**src/rtl/gand_pkg.sv**
```systemverilog
// gand_pkg: shared defaults for the gand_cell block
package gand_pkg;
  localparam int GAND_WIDTH_DEF = 1;
  localparam int GAND_COUNT_W_DEF = 16;
endpackage

```
**src/rtl/gand_cell_sat_counter.sv**
```systemverilog
// sat_counter: saturating up-counter with sync reset and increment enable
module sat_counter
  import gand_pkg::*;
#(
  parameter int COUNT_W = GAND_COUNT_W_DEF
) (
  input  logic               clk,
  input  logic               rst,
  input  logic               inc_i,
  output logic [COUNT_W-1:0] cnt_o
);
  logic [COUNT_W-1:0] cnt_q, cnt_d;
  // step up on enable, hold once every bit is set so the count never wraps
  always_comb cnt_d = (inc_i && !(&cnt_q)) ? cnt_q + 1'b1 : cnt_q;
  // reset wins over any increment in the same cycle
  always_ff @(posedge clk)
    if (rst) cnt_q <= '0;
    else cnt_q <= cnt_d;
  assign cnt_o = cnt_q;
endmodule

```
**src/rtl/gand_cell.sv**
```systemverilog
// gand_cell: bitwise AND with registered copy, all-ones flag and high-cycle count
module gand_cell
  import gand_pkg::*;
#(
  parameter int WIDTH   = GAND_WIDTH_DEF,
  parameter int COUNT_W = GAND_COUNT_W_DEF
) (
  input  logic               clk,
  input  logic               rst,
  input  logic [WIDTH-1:0]   a,
  input  logic [WIDTH-1:0]   b,
  output logic [WIDTH-1:0]   y,
  output logic [WIDTH-1:0]   y_q,
  output logic               y_all,
  output logic [COUNT_W-1:0] hi_cnt
);
  logic [WIDTH-1:0] y_d, yq_q;
  // zero-latency AND path, independent of clock and reset
  always_comb y_d = a & b;
  // registered copy of the AND result, cleared by reset
  always_ff @(posedge clk)
    if (rst) yq_q <= '0;
    else yq_q <= y_d;
  assign y      = y_d;
  assign y_q    = yq_q;
  assign y_all  = &y_d;
  sat_counter #(.COUNT_W(COUNT_W)) u_cnt (
    .clk  (clk),
    .rst  (rst),
    .inc_i(y_d[0]),
    .cnt_o(hi_cnt)
  );
endmodule

```
**config.mk**
```make
export PLATFORM = sky130hd
export DESIGN_NAME = gand_cell
export DESIGN_NICKNAME = d
export VERILOG_FILES = /design/src/rtl/gand_pkg.sv /design/src/rtl/gand_cell_sat_counter.sv /design/src/rtl/gand_cell.sv
export SDC_FILE = /design/constraint.sdc
export NUM_CORES = 1
export LEC_CHECK = 0
export CAP_MARGIN = 20
export CORE_MARGIN = 2
export CORE_UTILIZATION = 53
export CTS_BUF_LIST = sky130_fd_sc_hd__clkbuf_4 sky130_fd_sc_hd__clkbuf_8
export DETAILED_ROUTE_END_ITERATION = 8
export PLACE_DENSITY = 0.85
export SETUP_SLACK_MARGIN = 0.15
export SYNTH_ARGS = -nofsm -noshare
export SYNTH_HDL_FRONTEND = slang
export SYNTH_SLANG_ARGS = --single-unit
```
**constraint.sdc**
```tcl
create_clock -name clk -period 3.6 [get_ports clk]
set_input_delay 0.36 -clock clk [delete_from_list [all_inputs] [get_ports clk]]
set_output_delay 0.36 -clock clk [all_outputs]
set_load 0.01 [all_outputs]
```
Yosys cells after proc, flatten, opt, wreduce, memory -nomap -nowiden
Index checks and enable logic that the tools add are counted.
Cells by class
  add/subtract/negate cells: 1
  multiply operators: 0
  divide/modulo/power cells: 0
  magnitude comparators: 0
  eq/ne operators: 0
  shift operators: 0
  mux-type cells: 0
  bitwise logic cells: 1
  reductions and logical operators: 3
Operator list (count)
  16-bit by 1-bit adder with 16-bit output (second input constant): 1
  16-bit AND reduction: 1
  1-bit AND: 1
  1-bit logical AND: 1
  1-bit zero test: 1
Word-level totals
  register bits: 17
  latch bits: 0
  bits in writable memories: 0
  bits in read-only memories: 0
  bits of input ports: 4
  output and inout port bits: 19
  logic and storage cells: 7
  memories: 0

Logic depth before layout (Yosys ltp)
Gate-level depths: netlist of run 1.
  word-level depth: 3
  gate-level depth with buffers: 6
  depth with buffers taken out: 5

Modules after synthesis
From an unflattened synthesis of run 1, not the netlist that was laid out.
Unflattened totals
  cells, all modules: 100
  area total of the unflattened synthesis: 875.8 sq um
By module, submodules not included
  sat_counter: times used 1, cells an instance 96, area an instance 833.3 sq um, seq. area each 320.3 sq um
  gand_cell: times used 1, cells an instance 4, area an instance 42.5 sq um, seq. area each 20.0 sq um

Worst setup path before layout of run 1
Ideal clock, no wire load.
  path type: flip-flop to flip-flop
  start point: reg u_cnt.cnt_q[0], in the netlist u_cnt.cnt_o[0]
  end point: reg u_cnt.cnt_q[14], in the netlist u_cnt.cnt_o[14]
  library setup time: 123 ps
  arrival: 1718 ps
  required time: 3477 ps
  path slack: 1759 ps
  cell stages (with the launch flop): 7
  buffers on the path: 1
  period minus slack after synthesis: 1841 ps
  path through: dfxtp_1 -> ha_1 -> nand3_2 -> or2_0 -> clkbuf_2 -> nor4b_2 -> mux2_1
On the way
  cells in the longest elaborated chain, start to end: 3
  elaborated cells between the ends (all ways): 4
  those cells by class: 1 x add/sub; 3 x reduce/logical
Ends and longest elaborated chain
  from (decl): line gand_cell_sat_counter.sv:12  | logic [COUNT_W-1:0] cnt_q, cnt_d;
  from (signal assigned): line gand_cell_sat_counter.sv:18  | else cnt_q <= cnt_d;
  branches (longest 3 deep; another with 16-bit by 1-bit adder with 16-bit output)
Several ways; the timed one is not identified.
A chain may end at the register's enable or synchronous reset.

Worst setup path after layout of run 1
  start point: in b
  end point: out y
On the way
  cells in the longest elaborated chain, start to end: 1
Ends and longest elaborated chain
  from (decl): line gand_cell.sv:11  | input logic [WIDTH-1:0] b,
  1-bit AND: line gand_cell.sv:19  | always_comb y_d = a & b;
  to (decl): line gand_cell.sv:12  | output logic [WIDTH-1:0] y,
Every way passes these cells.

==> results of run 1 <==
-- placed cells by master (no fill, tap or decap), types with 3 or more instances in the layout --
cell type,instances
o31ai_1,4
nand4_1,5
or3_1,5
clkdlybuf4s50_1,22
dfxtp_1,17
a21oi_1,10
nor3_1,3
o21ai_0,4
nor2_1,7
clkbuf_4,4
nand2_1,9
or4_1,4
-- state kept, by name, summed over array words and instances (netlist names) --
name and count:
u_cnt.cnt_o 16, y_q 1
-- critical path: stages --
cell,delay [ps]
clkdlybuf4s50_1,450
nand2_1,170
inv_1,210
clkdlybuf4s50_1,570
-- power breakdown --
part | internal, mW | total, mW | switching, mW
Combinational | 0.00978 | 0.0192 | 0.00941
Clock | 0.0507 | 0.112 | 0.0610
Sequential | 0.190 | 0.192 | 0.00213
-- worst paths after layout --
path | to | cells past startpoint
min reg2reg | u_cnt.cnt_o[15] | 2
max reg2reg | u_cnt.cnt_o[14] | 5
max | y | 4
min | u_cnt.cnt_o[15] | 2
-- layout make-up --
type | count | share of cell area
inverter | 2 | 0.00649
tap | 16 | 0.0173
timing repair buffer | 22 | 0.190
clock buffer | 4 | 0.0260
sequential | 17 | 0.294
multi-input combinational | 80 | 0.465
-- layer usage --
layer,GRT usage,up-vias,share of wire
met5,0,-,0
met4,0.0824,0,0.0091
met3,0.0600,2,0.059
met2,0.371,33,0.47
met1,0.301,431,0.46
li1,-,438,-
-- synthesized netlist by cell type, drive strengths merged, types with 2 or more instances --
cell | instances | share of area
inv | 2 | 0.0083
nand2 | 9 | 0.037
nand3 | 3 | 0.028
nand4 | 6 | 0.048
nor2b | 2 | 0.014
or3 | 7 | 0.059
mux2 | 2 | 0.025
nor2 | 7 | 0.029
dfxtp | 17 | 0.38
a21oi | 10 | 0.055
nor3b | 2 | 0.017
a211oi | 2 | 0.017
or4 | 4 | 0.033
o31ai | 4 | 0.033
clkbuf | 3 | 0.014
nor3 | 4 | 0.028
o21ai | 5 | 0.028
nor4 | 3 | 0.037
-- cell families (layout without fill, tap and decap cells) --
kind of cell	after synthesis	after routing	share of synthesized area
buffers and inverters	6	28	0.0304
AND/OR/NAND/NOR	51	51	0.374
multiplexers	3	3	0.0359
flip-flops	17	17	0.376
AO/OA/AOI/OAI	25	25	0.170
adder cells (fa/ha/maj)	1	1	0.0138
==> impl_metrics.py, run 1 <==
metrics = {
    "die": {
        "fp.dieH_microns": 45.3,
        "row_count": 14,
        "ios": 23,
        "die-area_sq_mm": 0.00206,
        "start_util": 0.581,
        "die_w_microns": 45.3,
        "core_sq_mm": 0.00156,
    },
    "worst_setup_path": {
        "crit_required_ps": 3240,
        "criticalPathCategory": "in -> out",
        "crit_path_end_kind": "output port",
        "cp-start-kind": "primary input",
        "arrival_ps": 1760,
        "worst-path-max-fanout": 10,
        "r2r-start": "u_cnt.cnt_o[0]",
        "r2r_slack_ps": 1560,
        "critPathLaunch": "b",
    },
    "synthesis": {
        "syn_inst": 103,
        "synthArstFlopShare": 0,
        "syn_avg_cell_area_sq_um": 8.79,
        "ys_seq_area_frac": 0.376,
        "synth_nets": 108,
        "yosysWarnings": 0,
        "synth-seq-cells": 17,
        "syn-cell-area_sq_um": 906,
        "synth-edff-count": 0,
        "synthFlopType": "dfxtp_1",
        "synth_cell_types": 36,
    },
    "flow_run": {
        "max-cap-violations": 0,
    },
    "global_routing": {
        "grt_use_total": 0.232,
        "antenna_found_initial": 0,
        "grt_pass1_wl_microns": 3500,
        "grt_overflow": 0,
        "grt_pass1_vias": 801,
        "grt_max_degree": 20,
    },
    "power": {
        "p_total_mw": 0.322,
        "ir_drop_mv": 0.210,
        "p_leak_nw": 0.364,
        "p_per_area_mw_per_mm2": 279,
    },
    "cells_and_area": {
        "fin_nets": 131,
        "fill_cells": 117,
        "multiInputGateArea_sq_um": 538,
        "seq_area_sq_um": 340,
        "final_cells": 141,
        "finalInstanceArea_sq_mm": 0.00116,
        "syn_to_final_growth_pct": 27.6,
        "antenna_cells": 0,
        "final_util": 0.742,
        "final_layout_size_suffix_gt1_frac": 0.0960,
    },
    "status": {
        "outcome": "complete, no violations",
    },
    "placement": {
        "dpl.hpwl_microns": 1500,
        "placed_cells": 137,
        "place_congestion": 0.775,
        "port_buffers": 22,
        "dp_slack_ps": 1410,
        "dpl_cell_area_sq_mm": 0.00113,
    },
    "route": {
        "drtIter0Drc": 28,
        "drtAntennaViolNets": 0,
        "wire_per_inst_microns": 14.8,
        "wl_microns": 2090,
        "vias_per_cell": 6.41,
        "drc": 0,
        "firstDrtPassIters": 4,
        "dr_total_vias": 904,
    },
    "clock_tree": {
        "post_cts_buffers": 0,
        "cts_buffer_depth": 2,
        "clk_pin_slew_ps": 100,
        "cts_tree": "built",
        "postCtsHoldBufs": 0,
        "insertion_delay_ps": 290,
        "ctsResizeCount": 0,
        "htreeDepth": 1,
        "cts_sinks": 17,
        "root_buffer": "clkbuf_4",
        "cts_buffers": 3,
    },
    "timing": {
        "post-route-min-period_ps": 2120,
        "setup_viol": 0,
        "period_share": 0.590,
        "max_slew.worst_pin.slew_ps": 692,
        "fin_worst_skew_ps": 0.516,
        "max_freq_ghz": 0.471,
        "hold_viol": 0,
        "relSlewSlack": 0.537,
        "tns_ps": 0,
        "setup_slack_ps": 1480,
        "slew_violations": 0,
        "timing.hold.ws_ps": 520,
        "rsz0062_at_grt": "no",
    },
    "min_path": {
        "worstHoldStart": "u_cnt.cnt_o[15]",
        "hold_path_class": "reg -> reg",
    },
}
No activity file was read; power rests on OpenSTA's default activity.
==> run 2: changes to the inputs <==
--- a/config.mk
+++ b/config.mk
@@ -7,10 +7,10 @@
 export LEC_CHECK = 0
 export CAP_MARGIN = 20
 export CORE_MARGIN = 2
-export CORE_UTILIZATION = 53
+export CORE_UTILIZATION = 50
 export CTS_BUF_LIST = sky130_fd_sc_hd__clkbuf_4 sky130_fd_sc_hd__clkbuf_8
 export DETAILED_ROUTE_END_ITERATION = 8
-export PLACE_DENSITY = 0.85
+export PLACE_DENSITY = 0.81
 export SETUP_SLACK_MARGIN = 0.15
 export SYNTH_ARGS = -nofsm -noshare
 export SYNTH_HDL_FRONTEND = slang
==> constraint.sdc (replaced) <==
create_clock -name clk -period 2.1 [get_ports clk]
set_input_delay 0.21 -clock clk [delete_from_list [all_inputs] [get_ports clk]]
set_output_delay 0.21 -clock clk [all_outputs]
set_load 0.01 [all_outputs]
==> run 2 against run 1 <==
  * Worst setup slack lost 1200 ps
  * Global-route usage down 0.64 points
  * Via count shrank 4.4%
  * Non-clock buffer count up 4
  * Routed wire length down 3.5%
  * Critical path depth rose by 1
  * Sequential power up 71%
  * Clock-buffer cell count unchanged
  * Combinational power increased by 92%
  * Largest power group unchanged
==> impl_metrics.py, run 2 (synthesis gave the netlist of run 1 again) <==
metrics = {
    "clock_tree": {
        "postCtsHoldBufs": 0,
        "cts_tree": "built",
        "ctsResizeCount": 0,
        "clk_pin_slew_ps": 100,
        "root_buffer": "clkbuf_4",
        "post_cts_buffers": 0,
        "cts_sinks": 17,
        "insertion_delay_ps": 290,
        "cts_buffers": 3,
        "cts_buffer_depth": 2,
        "htreeDepth": 1,
    },
    "timing": {
        "fin_worst_skew_ps": 6.50,
        "tns_ps": 0,
        "post-route-min-period_ps": 1820,
        "rsz0062_at_grt": "no",
        "max_slew.worst_pin.slew_ps": 514,
        "slew_violations": 0,
        "max_freq_ghz": 0.550,
        "setup_viol": 0,
        "hold_viol": 0,
        "relSlewSlack": 0.655,
        "period_share": 0.866,
    },
    "worst_setup_path": {
        "critPathSlowestCell": "clkdlybuf4s50_1",
        "crit_required_ps": 1890,
        "worst-path-max-fanout": 8,
        "crit_top_cell": "clkdlybuf4s50_1",
        "critical_path.cell_chain": "clkdlybuf4s50_1 -> nand2_1 -> buf_4 -> clkinvlp_4 -> clkdlybuf4s50_1",
        "worst-r2r-cell-count": 4,
        "cp-start-kind": "primary input",
        "r2r_slack_ps": 290,
        "arrival_ps": 1610,
        "crit_family": "buffers and inverters",
        "r2r-start": "u_cnt.cnt_o[8]",
        "crit_buf_inv": 4,
        "crit_path_end_kind": "output port",
        "criticalPathCategory": "in -> out",
        "reg2reg_to": "u_cnt.cnt_o[14]",
        "max_stage_delay_ps": 540,
    },
    "cells_and_area": {
        "final_cells": 154,
        "finalInstanceArea_sq_mm": 0.00120,
        "fill_cells": 138,
        "fin_nets": 135,
        "final_util": 0.705,
        "largest_reg_flops": 16,
        "syn_to_final_growth_pct": 32.9,
        "mostFrequentLayoutCells": "clkdlybuf4s50_1 (22), dfxtp_1 (15), a21oi_1 (10), nand2_1 (9), nor2_1 (7)",
        "antenna_cells": 0,
        "final_common_cell": "clkdlybuf4s50_1",
        "final_layout_size_suffix_gt1_frac": 0.147,
    },
    "min_path": {
        "holdPathEnd": "u_cnt.cnt_o[10]",
        "whs_path_depth": 2,
        "worstHoldStart": "u_cnt.cnt_o[10]",
        "hold_path_class": "reg -> reg",
    },
    "die": {
        "ios": 23,
        "fp.dieH_microns": 46.6,
        "die_w_microns": 46.6,
        "die-area_sq_mm": 0.00217,
        "core_sq_mm": 0.00171,
        "start_util": 0.530,
        "row_count": 15,
    },
    "route": {
        "dr_total_vias": 864,
        "wl_microns": 2010,
        "wl_met2_microns": 912,
        "drtIter0Drc": 29,
        "wire_per_inst_microns": 13.1,
        "drtAntennaViolNets": 0,
        "drc": 0,
        "met1_length_microns": 981,
        "wl_met3_microns": 83,
        "vias_per_cell": 5.61,
        "highest_layer": "met4",
        "firstDrtPassIters": 4,
    },
    "power": {
        "ir_drop_mv": 0.486,
        "p_per_area_mw_per_mm2": 459,
        "p_total_mw": 0.552,
        "p_leak_nw": 0.375,
    },
    "global_routing": {
        "grt_max_degree": 13,
        "grt_overflow": 0,
        "grt_use_total": 0.226,
        "antenna_found_initial": 0,
        "grt_pass1_wl_microns": 3460,
        "grt_pass1_vias": 773,
    },
    "status": {
        "outcome": "complete, no violations",
    },
    "placement": {
        "port_buffers": 22,
        "place_congestion": 0.794,
        "placed_cells": 150,
        "dpl.hpwl_microns": 1520,
        "dpl_cell_area_sq_mm": 0.00117,
    },
    "flow_run": {
        "max-cap-violations": 0,
    },
}
[run 2: cell types whose count changed in the layout (fill, tap and decap cells not counted), sizes merged]
| cell | change |
|---|---|
| inv | -1 |
| clkinvlp | +1 |
| buf | +4 |
[run 2: through the flow]
step	hold WS [ps]	setup slack [ps]
final	509	282
after global routing	550	167
after CTS	509	187
after detailed placement	495	143
after global placement	496	184
after floorplan	474	259
[run 2: worst max-delay path by stage]
stage | startpoint | end | slack (ps) | cells after the start
final | a | y_all | 280 | 5
after CTS | u_cnt.cnt_o[0] | u_cnt.cnt_o[14] | 190 | 5
after global placement | a | u_cnt.cnt_o[9] | 180 | 5
after detailed placement | b | u_cnt.cnt_o[14] | 140 | 5
after floorplan | u_cnt.cnt_o[0] | u_cnt.cnt_o[14] | 260 | 6
after global routing | u_cnt.cnt_o[9] | u_cnt.cnt_o[14] | 170 | 4
[run 2: worst min-delay path: cells and delay by family (launching register included)]
kind / cells / cell delay [ps]
flops: 1 / 350
compound gates: 2 / 120
[run 2: cell type report]
class | instances | area, sq um | area share
clock buffers | 4 | 30.0 | 0.0249
inverters | 2 | 11.3 | 0.00936
multi-input cells | 80 | 538 | 0.447
flip-flops and latches | 17 | 343 | 0.285
well taps | 25 | 31.3 | 0.0260
repair buffers | 26 | 250 | 0.208
[run 2: power breakdown]
| group | internal [mW] | switching (mW) |
|---|---|---|
| combinational | 0.0192 | 0.0176 |
| sequential | 0.325 | 0.00334 |
| clock | 0.0869 | 0.100 |
| total | 0.431 | 0.121 |
[run 2: per-layer routing]
metal / global-route usage / up-vias
li1: - / 448
met1: 0.299 / 386
met2: 0.356 / 25
met3: 0.0353 / 5
met4: 0.103 / 0
met5: 0 / -
==> run 3: changes to the inputs <==
--- a/config.mk
+++ b/config.mk
@@ -15,3 +15,4 @@
 export SYNTH_ARGS = -nofsm -noshare
 export SYNTH_HDL_FRONTEND = slang
 export SYNTH_SLANG_ARGS = --single-unit
+export TNS_END_PERCENT = 10
==> run 3 against run 2 <==
  * Clock power barely moved
  * Core utilization fell by 0.22 points
  * Sequential cell count did not move
  * Clock-buffer cell count did not move
  * Combinational power fell by 2%
  * Final area fell by 0.31%
  * Register-to-register slack barely moved
  * First-iteration DRC count did not move
  * Routed wire length rose by 1.2%
  * Total power fell by 0.21%
  * Critical path depth did not move
  * Non-clock buffer count did not move
  * Critical endpoint unchanged
  * Largest power group unchanged
==> impl_metrics.py, run 3 (synthesis gave the netlist of run 1 again) <==
metrics = {
    "timing": {
        "max_freq_ghz": 0.531,
        "period_share": 0.896,
        "rsz0062_at_grt": "yes",
        "tns_ps": 0,
        "post-route-min-period_ps": 1880,
        "max_slew.worst_pin.slew_ps": 516,
        "relSlewSlack": 0.654,
        "hold_viol": 0,
        "fin_worst_skew_ps": 6.79,
        "setup_viol": 0,
        "slew_violations": 0,
    },
    "cells_and_area": {
        "final_layout_size_suffix_gt1_frac": 0.140,
        "antenna_cells": 0,
        "fin_nets": 135,
        "final_common_cell": "clkdlybuf4s50_1",
        "mostFrequentLayoutCells": "clkdlybuf4s50_1 (22), dfxtp_1 (15), a21oi_1 (10), nand2_1 (9), nor2_1 (7)",
        "largest_reg_flops": 16,
        "final_cells": 154,
        "syn_to_final_growth_pct": 32.5,
    },
    "power": {
        "p_per_area_mw_per_mm2": 459,
        "p_total_mw": 0.551,
        "p_leak_nw": 0.383,
        "ir_drop_mv": 0.464,
    },
    "global_routing": {
        "grt_max_degree": 13,
        "grt_use_total": 0.226,
        "grt_overflow": 0,
        "grt_pass1_vias": 773,
        "grt_pass1_wl_microns": 3460,
        "antenna_found_initial": 0,
    },
    "clock_tree": {
        "cts_sinks": 17,
        "ctsResizeCount": 0,
        "cts_tree": "built",
        "root_buffer": "clkbuf_4",
        "postCtsHoldBufs": 0,
        "cts_buffer_depth": 2,
        "clk_pin_slew_ps": 100,
        "insertion_delay_ps": 290,
        "post_cts_buffers": 0,
        "htreeDepth": 1,
        "cts_buffers": 3,
    },
    "placement": {
        "placed_cells": 150,
        "port_buffers": 22,
        "dpl.hpwl_microns": 1520,
        "place_congestion": 0.794,
    },
    "worst_setup_path": {
        "reg2reg_to": "u_cnt.cnt_o[14]",
        "criticalPathCategory": "in -> out",
        "worst-r2r-cell-count": 4,
        "cp-start-kind": "primary input",
        "r2r-start": "u_cnt.cnt_o[8]",
        "arrival_ps": 1670,
        "crit_required_ps": 1890,
        "worst-path-max-fanout": 8,
        "r2r_slack_ps": 290,
        "crit_path_end_kind": "output port",
    },
    "route": {
        "drc": 0,
        "drtIter0Drc": 29,
        "drtAntennaViolNets": 0,
        "wl_microns": 2040,
        "vias_per_cell": 5.62,
        "dr_total_vias": 865,
        "firstDrtPassIters": 6,
        "wire_per_inst_microns": 13.2,
    },
    "min_path": {
        "hold_path_class": "reg -> reg",
        "holdPathEnd": "u_cnt.cnt_o[10]",
        "worstHoldStart": "u_cnt.cnt_o[10]",
        "whs_path_depth": 2,
    },
    "die": {
        "start_util": 0.530,
        "die-area_sq_mm": 0.00217,
        "row_count": 15,
        "die_w_microns": 46.6,
        "core_sq_mm": 0.00171,
        "fp.dieH_microns": 46.6,
        "ios": 23,
    },
    "status": {
        "outcome": "complete, no violations",
    },
    "flow_run": {
        "max-cap-violations": 0,
    },
}
[run 3: changes by cell type in the layout (fill, tap and decap cells not counted), sizes merged]
cell	previous run	this run
clkinvlp	1	0
inv	1	2
[run 3: metrics by stage]
stage | worst slack (ps) | hold slack [ps] | instance area (sq um) | utilization
after floorplan | 259 | 474 | 906 | -
after global placement | 184 | 496 | 1170 | 0.684
after detailed placement | 143 | 495 | 1170 | 0.684
after CTS | 187 | 509 | 1200 | 0.701
after global routing | 125 | 550 | 1200 | 0.703
final | 218 | 509 | 1200 | 0.703
[run 3: area by class of cell]
cell class / count / area [sq um]
Timing Repair Buffer: 26 / 250
Fill cell: 138 / 508
Sequential cell: 17 / 343
Tap cell: 25 / 31.3
Clock buffer: 4 / 30.0
Multi-Input combinational cell: 80 / 538
Inverter: 2 / 7.51
[run 3: worst max path at each step]
| stage | to | depth (start not counted) | slack, ps | startpoint |
|---|---|---|---|---|
| 2_1_floorplan | u_cnt.cnt_o[14] | 6 | 260 | u_cnt.cnt_o[0] |
| 3_3_place_gp | u_cnt.cnt_o[9] | 5 | 180 | a |
| 3_5_place_dp | u_cnt.cnt_o[14] | 5 | 140 | b |
| 4_1_cts | u_cnt.cnt_o[14] | 5 | 190 | u_cnt.cnt_o[0] |
| 5_1_grt | y_all | 5 | 120 | a |
| 6_report | y_all | 5 | 220 | a |
[run 3: per-layer routing]
layer / wire length [microns] / track usage / up-vias
met5: 0 / 0 / -
met2: 941 / 0.356 / 21
met1: 986 / 0.299 / 392
met4: 37 / 0.103 / 0
met3: 74 / 0.0353 / 5
li1: - / - / 447
[run 3: critical path: stages]
cell	delay, ps
clkdlybuf4s50_1	460
nand2_1	90
buf_4	180
inv_1	160
clkdlybuf4s50_1	570
[run 3: report_power, final]
| group | internal (mW) | total (mW) | switching [mW] | leakage [nW] |
|---|---|---|---|---|
| Combinational | 0.0189 | 0.0363 | 0.0174 | 0.227 |
| Sequential | 0.325 | 0.329 | 0.00332 | 0.138 |
| Clock | 0.0868 | 0.186 | 0.0995 | 0.0184 |
